[config.mk]
export PLATFORM = sky130hd
export DESIGN_NAME = jk_bank_arbiter
export DESIGN_NICKNAME = d
export VERILOG_FILES = /design/src/rtl/jk_pkg.sv /design/src/rtl/jk_arb_pick.sv /design/src/rtl/jk_bank_arbiter.sv
export SDC_FILE = /design/constraint.sdc
export NUM_CORES = 1
export LEC_CHECK = 0
export ABC_AREA = 1
export CAP_MARGIN = 30
export CORE_UTILIZATION = 35
export DETAILED_ROUTE_END_ITERATION = 8
export PLACE_DENSITY_LB_ADDON = 0.3
export SLEW_MARGIN = 20
export SYNTH_ARGS = -nofsm -noshare
export SYNTH_HDL_FRONTEND = slang
export SYNTH_HIERARCHICAL = 1
export SYNTH_SLANG_ARGS = --single-unit
[constraint.sdc]
create_clock -name clock -period 1.7 [get_ports clock]
set_clock_uncertainty 0.1 [all_clocks]
set_input_delay 0.34 -clock clock [delete_from_list [all_inputs] [get_ports clock]]
set_output_delay 0.34 -clock clock [all_outputs]
set_load 0.1 [all_outputs]
[src/rtl/jk_pkg.sv]
// Shared encodings for the JK bank arbiter: op codes, FSM states and requester ids.
package jk_pkg;

   localparam logic [1:0] OP_HOLD   = 2'b00;
   localparam logic [1:0] OP_RESET  = 2'b01;
   localparam logic [1:0] OP_SET    = 2'b10;
   localparam logic [1:0] OP_TOGGLE = 2'b11;

   typedef enum logic [1:0] {
      S_IDLE  = 2'd0,
      S_APPLY = 2'd1,
      S_ACK   = 2'd2
   } arb_state_e;

   localparam logic REQ_A = 1'b0;
   localparam logic REQ_B = 1'b1;

endpackage

[src/rtl/jk_arb_pick.sv]
// Combinational winner selection between requesters A and B.
// JK_BANK_ARBITER_RR_EN selects round-robin on contention; otherwise A has fixed priority.
module jk_arb_pick
   import jk_pkg::*;
(
   input  logic req_a,
   input  logic req_b,
   input  logic last_grant,
   output logic valid,
   output logic winner
);

`ifndef JK_BANK_ARBITER_RR_EN
   logic unused_last_grant;
   assign unused_last_grant = last_grant;
`endif

   always_comb begin
      valid  = req_a | req_b;
      winner = REQ_A;
      if (req_a && req_b) begin
`ifdef JK_BANK_ARBITER_RR_EN
         winner = ~last_grant;
`else
         winner = REQ_A;
`endif
      end else if (req_b) begin
         winner = REQ_B;
      end
   end

endmodule

[src/rtl/jk_bank_arbiter.sv]
// Two-requester 4-phase handshake arbiter driving a shared JK flip-flop bank for one edge.
// Arbitration policy set by JK_BANK_ARBITER_RR_EN (see jk_arb_pick).
module jk_bank_arbiter
   import jk_pkg::*;
#(
   parameter int unsigned N = 8
) (
   input  logic         clock,
   input  logic         reset_,
   input  logic         req_a,
   input  logic [1:0]   op_a,
   input  logic [N-1:0] mask_a,
   output logic         ack_a,
   input  logic         req_b,
   input  logic [1:0]   op_b,
   input  logic [N-1:0] mask_b,
   output logic         ack_b,
   output logic [N-1:0] j,
   output logic [N-1:0] k,
   output logic         busy,
   output logic         last_grant
);

   arb_state_e   state;
   logic         pick_valid;
   logic         pick;
   logic [1:0]   sel_op;
   logic [N-1:0] sel_mask;
   logic         served_req;

   jk_arb_pick u_pick (
      .req_a      (req_a),
      .req_b      (req_b),
      .last_grant (last_grant),
      .valid      (pick_valid),
      .winner     (pick)
   );

   always_comb begin
      sel_op     = (pick == REQ_B) ? op_b : op_a;
      sel_mask   = (pick == REQ_B) ? mask_b : mask_a;
      served_req = (last_grant == REQ_B) ? req_b : req_a;
   end

   assign busy = (state != S_IDLE);

   // j/k registers double as the command latch: loaded at grant, shown for the APPLY cycle only.
   always_ff @(posedge clock or negedge reset_) begin
      if (!reset_) begin
         state      <= S_IDLE;
         j          <= '0;
         k          <= '0;
         ack_a      <= 1'b0;
         ack_b      <= 1'b0;
         last_grant <= REQ_B;
      end else begin
         unique case (state)
            S_IDLE: begin
               if (pick_valid) begin
                  last_grant <= pick;
                  j          <= sel_mask & {N{sel_op[1]}};
                  k          <= sel_mask & {N{sel_op[0]}};
                  state      <= S_APPLY;
               end
            end
            S_APPLY: begin
               j     <= '0;
               k     <= '0;
               ack_a <= (last_grant == REQ_A);
               ack_b <= (last_grant == REQ_B);
               state <= S_ACK;
            end
            S_ACK: begin
               if (!served_req) begin
                  ack_a <= 1'b0;
                  ack_b <= 1'b0;
                  state <= S_IDLE;
               end
            end
            default: state <= S_IDLE;
         endcase
      end
   end

endmodule
==> results of run 1 <==
-- power by group --
group          total, mW  leakage, nW  switching (mW)  internal, mW
sequential         0.909        0.271           0.206         0.703
combinational       3.11        0.806            1.99          1.11
clock              0.252       0.0177           0.164        0.0880
-- metrics by stage --
| stage | hold WS (ns) | TNS [ns] |
|---|---|---|
| final | 0.253 | 0 |
| after floorplan | -0.0556 | 0 |
| after global routing | 0.276 | -0.00102 |
| after CTS | 0.261 | 0 |
| after detailed placement | 0.396 | -1.26 |
| after global placement | 0.385 | -0.839 |
-- cell type report --
type | count | area, um2 | share of cell area, %
Multi-Input combinational cell | 120 | 556 | 27.7
Inverter | 29 | 109 | 5.42
Clock buffer | 3 | 22.5 | 1.12
Tap cell | 44 | 55.1 | 2.74
Sequential cell | 21 | 527 | 26.2
Clock inverter | 1 | 5.00 | 0.249
Timing Repair Buffer | 55 | 733 | 36.5
-- logic make-up after synthesis --
group / synth area share [%]
and+or+nand+nor: 36.8
DFF: 43.7
AOI/OAI and AO/OA: 3.01
adders and majority gates: 5.19
buffers and inverters: 11.3
-- routing by layer --
metal / vias up / global-route usage (%) / part of all wire [%]
met1: 516 / 21.0 / 44
met3: 2 / 4.90 / 5.6
met4: 0 / 3.90 / 0.68
met2: 26 / 30.3 / 49
met5: - / 0 / 0
li1: 619 / - / -
-- worst reg2reg max path, cell delays in order (launching register included) --
cell,delay (ns)
dfrtp_1,0.40
inv_1,0.14
ha_1,0.26
inv_1,0.06
nand2_1,0.10
nand2_4,0.09
nor2_8,0.19
nand2_1,0.08
nand2_1,0.06
-- cell usage in the layout, fill, tap and decap left out --
cell and n:
o21ai_1 3, inv_2 4, buf_12 21, buf_4 11, dfstp_2 1, nor2_1 17, nand2_2 3, nor2_8 1
clkbuf_4 3, nand2_1 80, nand2_4 1, a21oi_1 1, nand3_1 6, clkdlybuf4s50_1 23, inv_1 25, clkinv_2 1
dfrtp_1 20, o21ai_0 2, ha_1 4, ha_4 1, a31oi_1 1
-- registers in the layout (all words and copies together), names as in the netlist --
signal      flops
state           2
ack_b           1
j               8
k               8
ack_a           1
last_grant      1
-- worst max path at each step --
stage | cells past startpoint | from | end
global placement | 8 | req_a | j[5]
CTS | 4 | state[0] | busy
floorplan | 3 | state[0] | busy
global route | 4 | state[0] | busy
finish | 4 | state[0] | busy
detailed placement | 8 | req_a | j[5]
-- repair_timing --
action                     in CTS  in global routing
pin swaps                       0                  1
setup endpoints to repair       1                  1
buffers inserted                2                  0
resized for setup               2                  2
==> results.json, run 1 <==
{
  "numPortBuffers": 43,
  "finalWorstSetupSlack_ns": 0.0607,
  "synth_top_area_share_pct": 41.5,
  "syn_area_per_cell_um2": 6.97,
  "r2r_start": "state[0]",
  "hold_violations": 0,
  "totalWireLength_um": 2920,
  "path_clk_slew_ns": 0.13,
  "final_antenna_net_count": 0,
  "period_needed_ns": 1.64,
  "power_mw": 4.27,
  "r2r-end": "k[7]",
  "hold_class": "input pin to async pin",
  "areaGrowthSynthToFinish_pct": 66.4,
  "crit_fanout": 3,
  "drive_gt1_share_pct": 20.5,
  "postSynthNetCount": 202,
  "cts_buffers": 3,
  "clock_latency_ns": 0.31,
  "gr-total-overflow": 0,
  "power.density_nw_per_um2": 2130,
  "slew_violations": 0,
  "synth_common_cells": "nand2_1, inv_1, dfrtp_1, nor2_1, nand3_1",
  "drc": 0,
  "die-area_um2": 3690,
  "cts_tree": "built",
  "peakVddDrop_mv": 1.45,
  "grt_use_total_pct": 17.3,
  "synthCells": 173,
  "grt_max_degree": 22,
  "max_freq_mhz": 610,
  "synth_top_area_cell": "dfrtp_1",
  "num-fill-cells": 268,
  "grt_pass1_wl_um": 4640,
  "cp_data_required_time_ns": 1.26,
  "wire_per_inst_um": 10.7,
  "max_cap_viol_count": 0,
  "instances_no_fill": 273,
  "dp.cells": 267,
  "clock_path_buffers": 2,
  "regToRegSetupSlack_ns": 0.18,
  "io_pins": 44,
  "antennaDiodeCount": 0,
  "ctsRootBufferMaster": "clkbuf_4",
  "path_cells": "inv_1, ha_4, inv_2, buf_12",
  "start_kind": "flip-flop",
  "fp.dieW_um": 60.7,
  "cpPeakStageDelay_ns": 0.40,
  "arrival_ns": 1.20,
  "drt_iter0_drc": 12,
  "ys_seq_area_share_pct": 43.7,
  "grt_antenna_before_repair": 0,
  "gp_congestion": 0.804,
  "floorplan.initialDensity_pct": 38.3,
  "yosys_warnings": 6,
  "setup_viol": 0,
  "fp-row-count": 20,
  "fin_crit_sh_pct": 96.4,
  "crit_type": "flip-flop to output pin",
  "crit_family": "flip-flops",
  "ctsHoldBuffers": 0,
  "clock-sinks": 21,
  "critPathSlowestCell": "dfrtp_1",
  "synth_edf_count": 0,
  "syn_area_um2": 1210,
  "ys_ff_latch": 21,
  "nets": 259,
  "yosys_most_used_dff": "dfrtp_1",
  "firstDrtPassIters": 5,
  "slew_headroom_pct": 81.0,
  "die_h_um": 60.7,
  "grt_pass1_vias": 1073,
  "synthTopCellsByArea": "dfrtp_1, nand2_1, inv_1, nor2_1, ha_1",
  "cp_num_buf_inv": 3,
  "core-area_um2": 3150,
  "htree_levels": 1,
  "endpoint_kind": "output pin",
  "final_core_util_pct": 63.7,
  "worst_pin_slew_ns": 0.286,
  "viasPerCell": 4.26,
  "synth_cell_type_count": 18,
  "status": "finished clean",
  "leakagePower_nw": 1.09,
  "worstRegToRegCells": 8,
  "async_flop_share_pct": 100,
  "place_area_um2": 1950,
  "via_count": 1163,
  "design_area_um2": 2010,
  "post-place-ws_ns": -0.142,
  "synth.most_common_cell": "nand2_1",
  "dp_hpwl_um": 2300
}
Note: power is estimated with default switching activity, not from simulation.
==> inputs of run 2 (changes only) <==
ABC_CLOCK_PERIOD_IN_PS = 1700   (was default)
==> results of run 2 <==
Same layout as run 1: the final DEF is identical, and so are final timing and power.
